**src/rtl/mux_bus_arbiter.sv**
```systemverilog
// -----------------------------------------------------------------------------
// mux_bus_arbiter
//   Round-robin owner of the processor's 8-bit, 4-input bus multiplexer.
//   Requesters: 0 = ALU result, 1 = register file, 2 = memory read port,
//   3 = immediate/IO (requester i drives mux input sel = i).
//
//   A winner keeps the bus until it drops its request. Every ownership is
//   followed by one idle turnaround cycle (gnt = 0000) before the next grant.
//   The last owner is remembered in ptr and has lowest priority at the next
//   arbitration.
//
//   Optional feature (macro ARB_TIMEOUT_EN): an ownership is forcibly ended
//   after MAX_HOLD consecutive grant cycles. The ended owner may request
//   again but arbitrates at lowest priority. Without the macro the timeout
//   comparator is absent and timeout_pulse is tied low.
//
// Parameters
//   MAX_HOLD      : max grant cycles per ownership with ARB_TIMEOUT_EN (2..255)
//
// Ports
//   clk           : system clock, rising edge
//   rst           : asynchronous active-high reset
//   req[3:0]      : request lines, bit i = requester i
//   gnt[3:0]      : registered one-hot grant, 0000 when idle
//   sel[1:0]      : registered mux select, current or most recent owner
//   bus_busy      : registered, high while any gnt bit is set
//   grant_pulse   : registered, high on the first cycle of each new grant
//   timeout_pulse : registered, high for one cycle when an ownership is
//                   forcibly ended
// -----------------------------------------------------------------------------

// One grant flop per requester; the arbiter core decides the next value.
module mux_bus_arbiter_lane (
    input  logic clk,
    input  logic rst,
    input  logic gnt_nxt,
    output logic gnt
);
    always_ff @(posedge clk or posedge rst) begin
        if (rst) gnt <= 1'b0;
        else     gnt <= gnt_nxt;
    end
endmodule

module mux_bus_arbiter #(
    parameter int MAX_HOLD = 16
) (
    input  logic       clk,
    input  logic       rst,
    input  logic [3:0] req,
    output logic [3:0] gnt,
    output logic [1:0] sel,
    output logic       bus_busy,
    output logic       grant_pulse,
    output logic       timeout_pulse
);
    localparam int NUM_REQ = 4;

    // Out-of-range hold limits are rejected at elaboration.
    if (MAX_HOLD < 2 || MAX_HOLD > 255) begin : g_bad_max_hold
        $error("mux_bus_arbiter: MAX_HOLD must be in 2..255");
    end

    typedef enum logic {IDLE = 1'b0, GRANT = 1'b1} state_t;

    state_t             state, state_nxt;
    logic [1:0]         ptr, ptr_nxt;
    logic [1:0]         sel_nxt;
    logic [7:0]         hold_cnt, hold_nxt;
    logic [NUM_REQ-1:0] gnt_nxt;
    logic               busy_nxt;
    logic               gp_nxt;
    logic               win_found;
    logic [1:0]         winner;
    logic               owner_req;
    logic               timeout_hit;
    logic               release_now;

    // In GRANT, sel is the owner's index.
    assign owner_req   = req[sel];
    assign release_now = (state == GRANT) && (!owner_req || timeout_hit);

    // Round-robin search ptr+1, ptr+2, ptr+3, ptr: the last owner is tried
    // last. The 2-bit add wraps naturally, so k = 4 lands back on ptr.
    always_comb begin
        win_found = 1'b0;
        winner    = ptr;
        for (int k = 1; k <= NUM_REQ; k++) begin
            logic [1:0] cand;
            cand = ptr + 2'(k);
            if (!win_found && req[cand]) begin
                win_found = 1'b1;
                winner    = cand;
            end
        end
    end

`ifdef ARB_TIMEOUT_EN
    // hold_cnt is 0 on the first grant cycle, so reaching MAX_HOLD-1 means
    // this is the MAX_HOLD-th grant cycle and the next edge must release.
    localparam logic [7:0] HOLD_LAST = 8'(MAX_HOLD - 1);
    assign timeout_hit = (state == GRANT) && owner_req && (hold_cnt == HOLD_LAST);
`else
    assign timeout_hit = 1'b0;
`endif

    // Next-state logic.
    always_comb begin
        state_nxt = state;
        unique case (state)
            IDLE:    if (win_found)   state_nxt = GRANT;
            GRANT:   if (release_now) state_nxt = IDLE;
            default: state_nxt = IDLE;
        endcase
    end

    // Next values of the registered outputs and arbitration bookkeeping.
    always_comb begin
        ptr_nxt  = ptr;
        sel_nxt  = sel;
        hold_nxt = hold_cnt;
        gnt_nxt  = gnt;
        busy_nxt = bus_busy;
        gp_nxt   = 1'b0;
        unique case (state)
            IDLE: begin
                if (win_found) begin
                    ptr_nxt  = winner;
                    sel_nxt  = winner;
                    hold_nxt = 8'd0;
                    gnt_nxt  = NUM_REQ'(1) << winner;
                    busy_nxt = 1'b1;
                    gp_nxt   = 1'b1;
                end else begin
                    gnt_nxt  = '0;
                    busy_nxt = 1'b0;
                end
            end
            GRANT: begin
                if (release_now) begin
                    // sel and ptr keep the old owner through the turnaround.
                    gnt_nxt  = '0;
                    busy_nxt = 1'b0;
                end else if (hold_cnt != 8'hFF) begin
                    hold_nxt = hold_cnt + 8'd1;
                end
            end
            default: begin
                gnt_nxt  = '0;
                busy_nxt = 1'b0;
            end
        endcase
    end

    // State and bookkeeping registers.
    always_ff @(posedge clk or posedge rst) begin
        if (rst) begin
            state       <= IDLE;
            ptr         <= 2'd3;
            sel         <= 2'd0;
            hold_cnt    <= 8'd0;
            bus_busy    <= 1'b0;
            grant_pulse <= 1'b0;
        end else begin
            state       <= state_nxt;
            ptr         <= ptr_nxt;
            sel         <= sel_nxt;
            hold_cnt    <= hold_nxt;
            bus_busy    <= busy_nxt;
            grant_pulse <= gp_nxt;
        end
    end

`ifdef ARB_TIMEOUT_EN
    always_ff @(posedge clk or posedge rst) begin
        if (rst) timeout_pulse <= 1'b0;
        else     timeout_pulse <= timeout_hit;
    end
`else
    assign timeout_pulse = 1'b0;
`endif

    // Per-requester grant flops.
    for (genvar i = 0; i < NUM_REQ; i++) begin : g_lane
        mux_bus_arbiter_lane u_lane (
            .clk     (clk),
            .rst     (rst),
            .gnt_nxt (gnt_nxt[i]),
            .gnt     (gnt[i])
        );
    end

endmodule

```
**config.mk**
```make
export PLATFORM = sky130hd
export DESIGN_NAME = mux_bus_arbiter
export DESIGN_NICKNAME = d
export VERILOG_FILES = /design/src/rtl/mux_bus_arbiter.sv
export SDC_FILE = /design/constraint.sdc
export NUM_CORES = 1
export LEC_CHECK = 0
export BUFFER_PORTS_ARGS = -buffer_cell sky130_fd_sc_hd__buf_2
export CORE_AREA = 2 2 39 41
export CTS_CLUSTER_DIAMETER = 80
export CTS_CLUSTER_SIZE = 40
export DETAILED_ROUTE_END_ITERATION = 8
export DIE_AREA = 0 0 41 43
export PLACE_DENSITY = 0.7
export SKIP_CTS_REPAIR_TIMING = 1
export SLEW_MARGIN = 20
export SYNTH_ARGS = -nofsm -noshare
export SYNTH_HDL_FRONTEND = slang
export SYNTH_SLANG_ARGS = --single-unit
```
**constraint.sdc**
```tcl
create_clock -name clk -period 2.05 [get_ports clk]
set_clock_uncertainty 0.2 [all_clocks]
set_input_delay 0.205 -clock clk [delete_from_list [all_inputs] [get_ports clk]]
set_output_delay 0.205 -clock clk [all_outputs]
set_load 0.02 [all_outputs]
```
### After elaboration in Yosys (flattened, before gate mapping)

Index checks and enable logic that the tools add are counted.

* add/subtract/negate cells: 3
* order comparisons: 5
* equal/unequal tests: 1
* shifts and indexed selects: 1
* muxes and demuxes: 27
* bitwise logic cells: 1
* reductions and logical operators: 9

Operator list (count)
* 2-bit by 3-bit less-than comparator with 1-bit output, second input constant: 5
* 1-bit two-way mux: 13
* 1-bit binary-select mux with 2-bit select: 5
* 2-bit two-way mux: 4
* 4-bit two-way mux: 2
* 4-bit one-hot mux with 2 select lines: 1
* 2-bit adder, second input constant: 2
* 1-bit logical AND: 4
* 1-bit zero test: 4
* 1-bit one-hot mux with 2 select lines: 2
* 1-bit by 2-bit << shifter with 4-bit output, first input constant: 1
* 2-bit by 1-bit adder with 2-bit output, second input constant: 1
* 2-bit by 1-bit != test with 1-bit output, second input constant: 1
* 2-bit AND reduction: 1
* 1-bit NOT: 1

* bits in registers: 11
* bits of input ports: 6
* output and inout bits: 9
* word-level logic and storage cells: 56

### Logic depth before layout (Yosys ltp)

* depth after elaboration: 16
* mapped depth: 5
* gate-level depth less buffers: 4

### By module

A second synthesis with hierarchy kept.

* cells, all modules: 54
* area, all modules: 591.8 µm²

Modules (own cells, without submodules)
* mux_bus_arbiter: instances 1, cells an instance 46, area an instance 476.7 µm², sequential area each 177.7 µm²
* mux_bus_arbiter_lane: instances 4, cells an instance 2, area an instance 28.8 µm², sequential area each 25.0 µm²

### Worst setup path after synthesis

No wires, ideal clock.

* kind: register -> register
* start: register sel[0]
* end: register g_lane[2].u_lane.gnt
* library setup time: 0.121 ns
* data arrival time: 1.378 ns
* data required time: 1.729 ns
* path slack: 0.352 ns
* cell stages (with the launch flop): 4
* buffers on the path: 0
* period minus slack after synthesis: 1.698 ns
* path through: dfrtp_1 mux4_2 and2_4 a22o_1

* cells in the longest elaborated chain, start to end: 5

Ends and longest elaborated chain
* from (decl): RTL line 52 `output logic [1:0] sel,`
* from (signal assigned): RTL line 167 `sel <= sel_nxt;`
* 1-bit binary-select mux with 2-bit select: RTL line 80 `assign owner_req = req[sel];`
* 1-bit two-way mux (not written as such): RTL line 80
* 1-bit zero test: RTL line 81 `assign release_now = (state == GRANT) && (!owner_req || timeout_hit);`
* 1-bit logical AND: RTL line 81
* 2-bit by 1-bit != test with 1-bit output (no line)
* to (signal assigned): RTL line 41 `else gnt <= gnt_nxt;`
* to (decl): RTL line 37 `output logic gnt`

No other way between the ends. The select of a mux whose other input is x is not followed.
A chain may end at the register's enable or synchronous reset.

### Worst setup path in the final report

* start: register ptr[1]
* end: register g_lane[0].u_lane.gnt

* cells in the longest elaborated chain, start to end: 16
* elaborated cells on any way between the ends: 28
* classes of those cells: add/sub: 3; shift: 1; mux: 18; reduce/logical: 6

Ends and longest elaborated chain
* from (decl): RTL line 67 `logic [1:0] ptr, ptr_nxt;`
* from (signal assigned): RTL line 166 `ptr <= ptr_nxt;`
* 2-bit by 1-bit adder with 2-bit output: RTL line 90 `cand = ptr + 2'(k);`
* 1-bit binary-select mux with 2-bit select: RTL line 91 `if (!win_found && req[cand]) begin`
* 1-bit two-way mux (not written as such): RTL line 91
* 1-bit two-way mux: RTL line 91
* 1-bit zero test: RTL line 91
* 1-bit logical AND: RTL line 91
* 1-bit two-way mux: RTL line 91
* 1-bit zero test: RTL line 91
* 1-bit logical AND: RTL line 91
* 1-bit two-way mux: RTL line 91
* 1-bit zero test: RTL line 91
* 1-bit logical AND: RTL line 91
* 2-bit two-way mux: RTL line 91
* 1-bit by 2-bit << shifter with 4-bit output: RTL line 131 `gnt_nxt = NUM_REQ'(1) << winner;`
* 4-bit two-way mux (*): RTL line 127 `if (win_found) begin`
* 4-bit one-hot mux with 2 select lines (*): RTL line 125 `unique case (state)`
* to (signal assigned): RTL line 41
* to (decl): RTL line 37

Every way passes the cells marked *; elsewhere a longest branch is shown, timed or not. The select of a mux whose other input is x is not followed.

==> reports/qor.csv <==
metric,value,unit
num_io_pins,15,
path_class,register to register,
first_iter_violations,4,
syn-cell-area,587,sq um
path_cells,mux2i_1 -> nor2_1 -> nor3_4 -> a32o_1,
yosysSeqAreaShare,47.3,%
syn_area_per_cell,11.1,sq um
power_frac_comb,47.0,%
cts.sinks,11,
startpoint,ptr[1],
min_period_over_period,81.0,%
async_flop_share,100,%
holdWs,0.233,ns
power_frac_seq,39.5,%
cpPeakStageDelay,0.60,ns
grt_max_degree,12,
setup_viol,0,
status,finished clean,
relSlewSlack,59.0,%
portBuffers,13,
timing.rr.start,ptr[1],
p_per_area,1630,nW/um^2
grt_pass1_vias,354,
synth_simple_gate_area_share,20.0,%
grt_usage,13.5,%
path_clk_slew,0.07,ns
intPower,0.633,mW
cts_tree,yes,
netlist_top_cells_count,"9 x dfrtp_1, 5 x buf_4, 5 x nor2_1",
hp-class,primary input to register,
cts.path.max_buffers,2,
yosys_warnings,0,
start_util,42.4,%
cap_violations,0,
cp.arrival,1.67,ns
crit_slowest_cell,dfstp_2,
critPathLaunchType,register,
worst-path-max-fanout,8,
yosys-mux-area-fraction,5.54,%
drt-pass1-iter-count,2,
fillers,133,
antenna_found_initial,0,
cts_made_buffers,3,
drc,0,
synth_top_family_by_area,simple AND/OR/NAND/NOR gates,
power_frac_clock,13.6,%
synth.largest_area_cell,dfrtp_1,
drt_wl_total,984,um
yosys-top-cells-area,"dfrtp_1 38%, dfstp_2 9.0%, buf_4 6.4%, mux4_2 3.8%, o31ai_4 3.6%",
drive_gt1_share,39.1,%
finalHoldViolCount,0,
fp.dieH,43,um
synth-compound-area-share,17.7,%
ant_nets,0,
cp-end-kind,register,
coreArea,1380,sq um
ys.flop_type,dfrtp_1,
ys_ff_latch,11,
rsz0062_at_grt,false,
synth_cell_types,27,
via_per_inst,4.91,
die_area,1760,sq um
fp.dieW,41,um
max_clock_freq,602,MHz
path_delay_family,flip-flops,
areaGrowthSynthToFinish,12.6,%
setup_tns,0,ns
yosysMostFrequentCell,dfrtp_1,
grt_overflow,0,
synthAdderAreaFrac,0,%
clock_latency,0.27,ns
globalplace.congestion,0.799,
drv_slew,0,
p_leak,0.311,nW
via_count,393,
wl_per_cell,12.3,um
grt_pass1_wl,1490,um
synth_xor_area_share,0,%
fin_crit,1.66,ns
fin_nets,71,
yosys.area.top_type_share,38.4,%
syn-num-nets,59,
crit_buf_inv,0,
worstHoldStart,req[2],
clockRootBuffer,clkbuf_4,
required,2.06,ns
max_slew.worst_pin.slew,0.613,ns
synth_edf_count,0,
power_switching,0.441,mW
cts_max_level,1,
synth_cells,53,
diodes,0,
rows,14,
switching_share,41.1,%
vdd_ir_drop_max,0.508,mV
==> worst paths after layout <==
kind / to / slack [ns] / depth (start not counted)
max: g_lane[0].u_lane.gnt / 0.39 / 4
min: g_lane[3].u_lane.gnt / 0.23 / 3
max reg2reg: g_lane[0].u_lane.gnt / 0.39 / 4
min reg2reg: bus_busy / 0.27 / 1
max in group asynchronous: ptr[1] / 1.04 / 3
min in group asynchronous: grant_pulse / 0.28 / 3
==> power by group through the flow <==
stage          clock network (mW)  logic, mW  registers, mW
2_1_floorplan                   0      0.414          0.445
6_report                    0.146      0.505          0.424
3_3_place_gp                    0      0.503          0.425
4_1_cts                     0.152      0.508          0.427
5_1_grt                     0.164      0.556          0.442
3_5_place_dp                    0      0.506          0.432
==> tightest hold or removal path: cells and delay by family <==
family	cells	cell delay, ns
AO/OA/AOI/OAI	1	0.29
buffers and inverters	1	0.11
AND/OR/NAND/NOR	1	0.06
==> layout make-up <==
type                       instances  area, sq um  share of cell area (%)
clock buffer                       4         26.3                    3.98
inverter                           1         3.75                   0.568
multi-input combinational         34          258                    39.0
sequential                        11          278                    42.0
tap                               16         20.0                    3.03
timing repair buffer              14         75.1                    11.4
==> stage by stage <==
step	util [%]	cells	cell area (sq um)	total power [mW]	setup slack [ns]
after floorplan	-	53	587	0.859	0.352
after global placement	45.1	75	624	0.928	0.404
after detailed placement	45.1	75	624	0.938	0.392
after CTS	47.0	79	651	1.09	0.390
after global routing	47.7	80	661	1.16	0.265
final	47.7	80	661	1.07	0.389
==> logic make-up after synthesis <==
logic type	Yosys count
buf+inv	8
flops	11
compound gates	12
other cells	1
simple gates	19
mux	2
==> sequential cells by signal (all words and copies together) (netlist names) <==
signal and count:
g_lane.u_lane.gnt 4, ptr 2, sel 2, bus_busy 1, grant_pulse 1, state 1
==> routing by layer <==
metal	wire length (um)	vias up	global-route usage, %	part of all wire [%]
li1	-	201	-	-
met1	416	182	15.1	42
met2	519	8	19.1	53
met3	36	2	7.85	3.7
met4	12	0	8.00	1.2
met5	0	-	0	0
==> placed cells by master, fill, tap and decap left out <==
cell type,instances
nand2_1,4
mux2i_1,1
nor2b_1,1
buf_2,13
o21ai_1,1
and3b_2,1
inv_1,1
and2_4,1
o31ai_4,1
o41ai_2,1
a32o_1,1
mux4_2,1
nand2b_1,2
or3_1,1
nor4_2,1
clkbuf_1,1
nor3_1,1
nor2_1,5
dlygate4sd3_1,1
a21oi_1,4
or2_1,1
dfrtp_1,9
a22o_1,1
a21o_1,1
clkbuf_4,3
conb_1,1
nor3_4,1
o21a_1,2
dfstp_2,2
No activity file was read; power rests on OpenSTA's default activity.
